File: src/rtl/fpu_issuer_if.sv
// Bundle of every non-clock signal of fpu_issuer.
//   core command  : cmd_valid/cmd_ready, cmd_op, cmd_x1/x2/y, cmd_data
//   FPU port      : operation, x1/x2/y, in_data, ready -> ; <- valid, out_data1, out_data32
//   core result   : res_valid/res_ready, res_op, res_data32, res_data1, res_timeout
//   status        : busy
// master = the issuer, slave = its environment (core + FPU).
interface fpu_issuer_if;
  logic        cmd_valid, cmd_ready;
  logic [5:0]  cmd_op;
  logic [4:0]  cmd_x1, cmd_x2, cmd_y;
  logic [31:0] cmd_data;
  logic [5:0]  operation;
  logic [4:0]  x1, x2, y;
  logic [31:0] in_data;
  logic        ready, valid, out_data1;
  logic [31:0] out_data32;
  logic        res_valid, res_ready;
  logic [5:0]  res_op;
  logic [31:0] res_data32;
  logic        res_data1, res_timeout;
  logic        busy;

  modport master (
    input  cmd_valid, cmd_op, cmd_x1, cmd_x2, cmd_y, cmd_data,
           valid, out_data1, out_data32, res_ready,
    output cmd_ready, operation, x1, x2, y, in_data, ready,
           res_valid, res_op, res_data32, res_data1, res_timeout, busy
  );

  modport slave (
    output cmd_valid, cmd_op, cmd_x1, cmd_x2, cmd_y, cmd_data,
           valid, out_data1, out_data32, res_ready,
    input  cmd_ready, operation, x1, x2, y, in_data, ready,
           res_valid, res_op, res_data32, res_data1, res_timeout, busy
  );
endinterface

File: src/rtl/fpu_issuer.sv
// fpu_issuer: queues FPU commands from the core in a DEPTH-entry FIFO and
// issues them one at a time to the FPU ready/valid port, holding operands
// stable while ready is high. The FPU answer (or a watchdog abort after
// TIMEOUT cycles) is held on the result handshake until the core takes it.
// Ports: clk, rstn (async, active low), bus (fpu_issuer_if.master).
module fpu_issuer #(
  parameter int DEPTH   = 4,
  parameter int TIMEOUT = 255
) (
  input logic           clk,
  input logic           rstn,
  fpu_issuer_if.master  bus
);
  localparam int AW        = $clog2(DEPTH);
  localparam int WW        = (TIMEOUT > 0) ? $clog2(TIMEOUT + 1) : 1;
  localparam int FULL_CNT  = DEPTH;
  localparam int WD_LAST   = (TIMEOUT > 0) ? TIMEOUT - 1 : 0;

  typedef enum logic [1:0] {IDLE = 2'd0, ISSUE = 2'd1, RESP = 2'd2} state_t;

  typedef struct packed {
    logic [5:0]  op;
    logic [4:0]  x1, x2, y;
    logic [31:0] data;
  } cmd_t;

  state_t          state, nxt;
  cmd_t            mem [DEPTH];
  cmd_t            head;
  logic [AW-1:0]   wr_ptr, rd_ptr;
  logic [AW:0]     count;
  logic            full, empty, push, pop, wd_hit;
  logic [WW-1:0]   wd_cnt;

  cmd_t            cur;
  logic [5:0]      res_op;
  logic [31:0]     res_data32;
  logic            res_data1, res_timeout;

  assign full   = (count == FULL_CNT[AW:0]);
  assign empty  = (count == '0);
  assign push   = bus.cmd_valid && !full;
  // Pop only when leaving IDLE; no bypass, so a fresh command sits one cycle in the FIFO.
  assign pop    = (state == IDLE) && !empty;
  assign head   = mem[rd_ptr];
  assign wd_hit = (TIMEOUT != 0) && (wd_cnt == WD_LAST[WW-1:0]);

  // FIFO
  always_ff @(posedge clk) begin
    if (push) mem[wr_ptr] <= {bus.cmd_op, bus.cmd_x1, bus.cmd_x2, bus.cmd_y, bus.cmd_data};
  end

  always_ff @(posedge clk or negedge rstn) begin
    if (!rstn) begin
      wr_ptr <= '0;
      rd_ptr <= '0;
      count  <= '0;
    end else begin
      if (push) wr_ptr <= wr_ptr + 1'b1;
      if (pop)  rd_ptr <= rd_ptr + 1'b1;
      case ({push, pop})
        2'b10:   count <= count + 1'b1;
        2'b01:   count <= count - 1'b1;
        default: ;
      endcase
    end
  end

  // FSM
  always_ff @(posedge clk or negedge rstn) begin
    if (!rstn) state <= IDLE;
    else       state <= nxt;
  end

  always_comb begin
    nxt = state;
    case (state)
      IDLE:    if (!empty) nxt = ISSUE;
      ISSUE:   if (bus.valid || wd_hit) nxt = RESP;
      RESP:    if (bus.res_ready) nxt = IDLE;
      default: nxt = IDLE;
    endcase
  end

  // Operand / result registers and watchdog
  always_ff @(posedge clk or negedge rstn) begin
    if (!rstn) begin
      cur         <= '0;
      wd_cnt      <= '0;
      res_op      <= '0;
      res_data32  <= '0;
      res_data1   <= 1'b0;
      res_timeout <= 1'b0;
    end else if (pop) begin
      cur    <= head;
      wd_cnt <= '0;
    end else if (state == ISSUE) begin
      // valid takes priority over a watchdog expiry in the same cycle
      if (bus.valid) begin
        res_op      <= cur.op;
        res_data32  <= bus.out_data32;
        res_data1   <= bus.out_data1;
        res_timeout <= 1'b0;
      end else if (wd_hit) begin
        res_op      <= cur.op;
        res_data32  <= '0;
        res_data1   <= 1'b0;
        res_timeout <= 1'b1;
      end else begin
        wd_cnt <= wd_cnt + 1'b1;
      end
    end
  end

  assign bus.cmd_ready   = !full;
  assign bus.operation   = cur.op;
  assign bus.x1          = cur.x1;
  assign bus.x2          = cur.x2;
  assign bus.y           = cur.y;
  assign bus.in_data     = cur.data;
  // Decoded straight from the state register so reset drops ready immediately.
  assign bus.ready       = (state == ISSUE);
  assign bus.res_valid   = (state == RESP);
  assign bus.res_op      = res_op;
  assign bus.res_data32  = res_data32;
  assign bus.res_data1   = res_data1;
  assign bus.res_timeout = res_timeout;
  assign bus.busy        = (state != IDLE) || !empty;
endmodule

File: src/flat_wrapper.sv
// flat-port wrapper written by rule: the top's interface ports become plain ports
module fpu_issuer_flat 
#(
  parameter int DEPTH   = 4,
  parameter int TIMEOUT = 255
)
  (clk, rstn, bus_cmd_valid, bus_cmd_op, bus_cmd_x1, bus_cmd_x2, bus_cmd_y, bus_cmd_data, bus_valid, bus_out_data1, bus_out_data32, bus_res_ready, bus_cmd_ready, bus_operation, bus_x1, bus_x2, bus_y, bus_in_data, bus_ready, bus_res_valid, bus_res_op, bus_res_data32, bus_res_data1, bus_res_timeout, bus_busy);
  fpu_issuer_if bus_i ();
  input logic clk;
  input logic rstn;
  input wire logic [$bits(bus_i.cmd_valid)-1:0] bus_cmd_valid;
  input wire logic [$bits(bus_i.cmd_op)-1:0] bus_cmd_op;
  input wire logic [$bits(bus_i.cmd_x1)-1:0] bus_cmd_x1;
  input wire logic [$bits(bus_i.cmd_x2)-1:0] bus_cmd_x2;
  input wire logic [$bits(bus_i.cmd_y)-1:0] bus_cmd_y;
  input wire logic [$bits(bus_i.cmd_data)-1:0] bus_cmd_data;
  input wire logic [$bits(bus_i.valid)-1:0] bus_valid;
  input wire logic [$bits(bus_i.out_data1)-1:0] bus_out_data1;
  input wire logic [$bits(bus_i.out_data32)-1:0] bus_out_data32;
  input wire logic [$bits(bus_i.res_ready)-1:0] bus_res_ready;
  output wire logic [$bits(bus_i.cmd_ready)-1:0] bus_cmd_ready;
  output wire logic [$bits(bus_i.operation)-1:0] bus_operation;
  output wire logic [$bits(bus_i.x1)-1:0] bus_x1;
  output wire logic [$bits(bus_i.x2)-1:0] bus_x2;
  output wire logic [$bits(bus_i.y)-1:0] bus_y;
  output wire logic [$bits(bus_i.in_data)-1:0] bus_in_data;
  output wire logic [$bits(bus_i.ready)-1:0] bus_ready;
  output wire logic [$bits(bus_i.res_valid)-1:0] bus_res_valid;
  output wire logic [$bits(bus_i.res_op)-1:0] bus_res_op;
  output wire logic [$bits(bus_i.res_data32)-1:0] bus_res_data32;
  output wire logic [$bits(bus_i.res_data1)-1:0] bus_res_data1;
  output wire logic [$bits(bus_i.res_timeout)-1:0] bus_res_timeout;
  output wire logic [$bits(bus_i.busy)-1:0] bus_busy;
  assign bus_i.cmd_valid = bus_cmd_valid;
  assign bus_i.cmd_op = bus_cmd_op;
  assign bus_i.cmd_x1 = bus_cmd_x1;
  assign bus_i.cmd_x2 = bus_cmd_x2;
  assign bus_i.cmd_y = bus_cmd_y;
  assign bus_i.cmd_data = bus_cmd_data;
  assign bus_i.valid = bus_valid;
  assign bus_i.out_data1 = bus_out_data1;
  assign bus_i.out_data32 = bus_out_data32;
  assign bus_i.res_ready = bus_res_ready;
  assign bus_cmd_ready = bus_i.cmd_ready;
  assign bus_operation = bus_i.operation;
  assign bus_x1 = bus_i.x1;
  assign bus_x2 = bus_i.x2;
  assign bus_y = bus_i.y;
  assign bus_in_data = bus_i.in_data;
  assign bus_ready = bus_i.ready;
  assign bus_res_valid = bus_i.res_valid;
  assign bus_res_op = bus_i.res_op;
  assign bus_res_data32 = bus_i.res_data32;
  assign bus_res_data1 = bus_i.res_data1;
  assign bus_res_timeout = bus_i.res_timeout;
  assign bus_busy = bus_i.busy;
  fpu_issuer #(.DEPTH(DEPTH), .TIMEOUT(TIMEOUT)) u_core (.clk(clk), .rstn(rstn), .bus(bus_i));
endmodule
File: config.mk
export PLATFORM = sky130hd
export DESIGN_NAME = fpu_issuer_flat
export DESIGN_NICKNAME = d
export VERILOG_FILES = /design/src/rtl/fpu_issuer_if.sv /design/src/rtl/fpu_issuer.sv /design/src/flat_wrapper.sv
export SDC_FILE = /design/constraint.sdc
export NUM_CORES = 1
export LEC_CHECK = 0
export CORE_MARGIN = 2
export CORE_UTILIZATION = 25
export CTS_BUF_LIST = sky130_fd_sc_hd__clkbuf_4
export DETAILED_ROUTE_END_ITERATION = 10
export HOLD_SLACK_MARGIN = 0.02
export PLACE_DENSITY_LB_ADDON = 0.05
export SLEW_MARGIN = 20
export SYNTH_ARGS = -nofsm -noshare
export SYNTH_HDL_FRONTEND = slang
export SYNTH_SLANG_ARGS = --single-unit
File: constraint.sdc
create_clock -name clk -period 3.2 [get_ports clk]
set_clock_uncertainty 0.05 [all_clocks]
set_input_delay 0.8 -clock clk [delete_from_list [all_inputs] [get_ports clk]]
set_output_delay 0.8 -clock clk [all_outputs]
set_load 0.05 [all_outputs]
==> impl_metrics.env <==
export IMPL_rrSetupSlack_ns=0.98
export IMPL_tns_ns=0
export IMPL_whs_path_depth=2
export IMPL_h_tree_depth=3
export IMPL_cts_tree="done"
export IMPL_root_buffer="clkbuf_4"
export IMPL_async_flop_share_pct=34.16
export IMPL_pwr_density_cell_nw_per_um2=1081
export IMPL_clk_pin_slew_worst_paths_ns=0.06
export IMPL_seqPwrFrac_pct=37.4
export IMPL_hold_violations=0
export IMPL_min_delay_path_class="reg2reg"
export IMPL_power_leakage_nw=6.084
export IMPL_area_growth_pct=32.95
export IMPL_ys_flop_type="edfxtp_1"
export IMPL_grt_ovfl_total=0
export IMPL_cts_buffer_depth=3
export IMPL_critPathSlowestCell="dlygate4sd2_1"
export IMPL_hold_start="u_core.bus.in_data[16]$_DFFE_PN0N_"
export IMPL_coreArea_sq_um=47550
export IMPL_grt_pass1_vias=7816
export IMPL_syn_area_sq_um=12010
export IMPL_maxCapViolCount=0
export IMPL_chipHeight_microns=223.2
export IMPL_final_layout_size_suffix_gt1_share_pct=22.74
export IMPL_use_met2_pct=20.21
export IMPL_critPathMaxFanout=4
export IMPL_place_area_sq_um=14720
export IMPL_synth_top_area_cell="edfxtp_1"
export IMPL_vias_per_cell=4.227
export IMPL_final_common_cell="edfxtp_1"
export IMPL_synth_edff_count=212
export IMPL_die_w_microns=223.2
export IMPL_path_cells="nor2b_1, dlygate4sd2_1"
export IMPL_final_cell_area_sq_um=15970
export IMPL_drcViolationCount=0
export IMPL_cp_required_ns=2.35
export IMPL_yosys_top_cells_area="edfxtp_1 53%, dfrtp_1 23%, mux4_2 9.9%"
export IMPL_peakVddDrop_v=0.0004780
export IMPL_wire_per_inst_microns=18.46
export IMPL_via_count=6958
export IMPL_crit_path_end_kind="output pin"
export IMPL_place_congestion=0.7118
export IMPL_tightest_slew_ns=0.9313
export IMPL_synth_seq_cells=322
export IMPL_post_route_util_pct=33.58
export IMPL_die_area_sq_um=49810
export IMPL_p_int_mw=10.51
export IMPL_setup_viol=0
export IMPL_max_stage_delay_ns=0.59
export IMPL_syn_mean_instance_area_sq_um=17.48
export IMPL_top_usage_layer="met2"
export IMPL_insertion_delay_ns=0.78
export IMPL_min_to="u_core.bus.in_data[16]$_DFFE_PN0N_"
export IMPL_grt_pass1_wl_microns=46580
export IMPL_clock_fmax_mhz=344.8
export IMPL_multi_input_area_sq_um=2694
export IMPL_r2r_start="u_core.count[0]$_DFFE_PN0P_"
export IMPL_drt_iter0_markers=260
export IMPL_dpl_hpwl_microns=18090
export IMPL_syn_inst=687
export IMPL_cp_arrival_ns=2.05
export IMPL_antenna_found_initial=6
export IMPL_fin_crit_sh_pct=90.65
export IMPL_yosysTopAreaCellShare_pct=53.01
export IMPL_reg2reg_to="u_core.count[2]$_DFFE_PN0P_"
export IMPL_start_util_pct=25.26
export IMPL_outcome="finished, final reports clean"
export IMPL_use_met1_pct=15.18
export IMPL_grt_max_degree=68
export IMPL_cts_sinks=322
export IMPL_final_cell_mix="212 x edfxtp_1, 182 x clkdlybuf4s50_1, 167 x nand2_1, 139 x clkbuf_4, 108 x dfrtp_1"
export IMPL_final_nets=1051
export IMPL_worst_setup_path_start_kind="flip-flop"
export IMPL_register_area_sq_um=9126
export IMPL_seq_area_frac_synth_pct=75.92
export IMPL_placementRows=80
export IMPL_dr_pass1_iters=5
export IMPL_fin_crit_ns=2.901
export IMPL_grt_total_usage_pct=12.56
export IMPL_cts_made_buffers=90
export IMPL_io_pins=188
export IMPL_rr_worst_depth=10
export IMPL_yosysUniqueCellTypes=40
export IMPL_grt_use_met3_pct=3.991
export IMPL_comb_power_share_pct=39.6
export IMPL_path_class="reg2out"
export IMPL_power_frac_clock_pct=23.0
export IMPL_drt_wl_total_microns=30390
export IMPL_yosys_warnings=0
export IMPL_maxSlewViolCount=0
export IMPL_p_sw_share_pct=39.14
export IMPL_ant_nets=0
export IMPL_port_buffer_count=187
export IMPL_slew_headroom_pct=37.92
export IMPL_power_switching_mw=6.758
export IMPL_rsz0062_at_grt="no"
export IMPL_nFillCells=4619
export IMPL_synth_nets=786
## layer usage
metal | vias to the layer above | share of wire (%)
li1 | 3172 | -
met1 | 3512 | 44
met2 | 204 | 48
met3 | 64 | 5.8
met4 | 6 | 2.6
met5 | - | 0.14
## cells in the mapped netlist, drive strengths merged, types with 2 or more instances
| master | n |
|---|---|
| edfxtp | 212 |
| nand2 | 167 |
| dfrtp | 110 |
| mux4 | 53 |
| a22o | 33 |
| buf | 27 |
| inv | 10 |
| clkbuf | 7 |
| ha | 7 |
| mux2 | 7 |
| o21ai | 7 |
| nor2 | 6 |
| xnor2 | 6 |
| and3 | 5 |
| nand3 | 5 |
| a21oi | 3 |
| a31o | 2 |
| and2 | 2 |
| nand2b | 2 |
| nor3 | 2 |
| or3 | 2 |
| xor2 | 2 |
## worst max-delay path: cells and delay by family (launching register included)
family	cells	cell delay, ns
buffers and inverters	1	0.59
DFF	1	0.40
and+or+nand+nor	1	0.29
## power groups by stage
stage          clock network (mW)  registers [mW]  logic, mW
3_3_place_gp                    0            6.53       7.00
5_1_grt                      4.37            6.63       7.38
4_1_cts                      4.18            6.51       7.03
3_5_place_dp                    0            6.59       7.02
2_1_floorplan                   0            8.19       2.84
6_report                     3.97            6.46       6.84
## flip-flops by register name (all words and copies together) (netlist names)
name	flops
u_core.mem	212
u_core.bus.in_data	32
u_core.bus.res_data32	32
u_core.wd_cnt	8
u_core.bus.operation	6
u_core.bus.res_op	6
u_core.bus.x1	5
u_core.bus.x2	5
u_core.bus.y	5
u_core.count	3
u_core.rd_ptr	2
u_core.state	2
u_core.wr_ptr	2
u_core.bus.res_data1	1
u_core.bus.res_timeout	1
## per-stage QoR
stage	worst slack (ns)	power, mW	instances	hold WS, ns
after floorplan	0.4239	11.02	687	0.4143
after global placement	0.4120	13.53	1474	0.4080
after detailed placement	0.4150	13.61	1474	0.4123
after CTS	0.1303	17.73	1644	0.4002
after global routing	0.1085	18.37	1645	0.4430
final	0.2993	17.26	1646	0.4224
## cells by family after synthesis
logic type	Yosys count	share of synthesized area [%]
simple gates	194	6.490
buf+inv	44	1.938
fa+ha+maj	8	0.8959
flops	322	75.92
compound gates	50	3.334
mux	61	10.83
xor+xnor	8	0.5834
## worst max-delay path by stage
| stage | from | endpoint | slack [ns] | cells after the start |
|---|---|---|---|---|
| 2_1_floorplan | u_core.count[0]$_DFFE_PN0P_ | u_core.mem[0][0]$_DFFE_PP_ | 0.42 | 3 |
| 3_3_place_gp | bus_cmd_valid | u_core.count[2]$_DFFE_PN0P_ | 0.41 | 9 |
| 3_5_place_dp | bus_cmd_valid | u_core.count[2]$_DFFE_PN0P_ | 0.41 | 9 |
| 4_1_cts | u_core.state[1]$_DFFE_PN0P_ | bus_ready | 0.13 | 2 |
| 5_1_grt | u_core.state[1]$_DFFE_PN0P_ | bus_ready | 0.11 | 2 |
| 6_report | u_core.state[1]$_DFFE_PN0P_ | bus_ready | 0.30 | 2 |
## area by class of cell
type,instances,area share [%]
Clock inverter,30,1.230
Timing Repair Buffer,207,13.12
Tap cell,615,4.819
Sequential cell,322,57.15
Antenna cell,2,0.03134
Multi-Input combinational cell,321,16.87
Clock buffer,139,6.535
Inverter,10,0.2351
## what timing repair did
item / CTS / global route
hold endpoints to repair: 64 / 0
setup buffers: 0 / 0
hold buffers: 1 / 0
setup endpoints to repair: 4 / 0
gates resized for setup: 4 / 0
No activity file was read; power rests on OpenSTA's default activity.
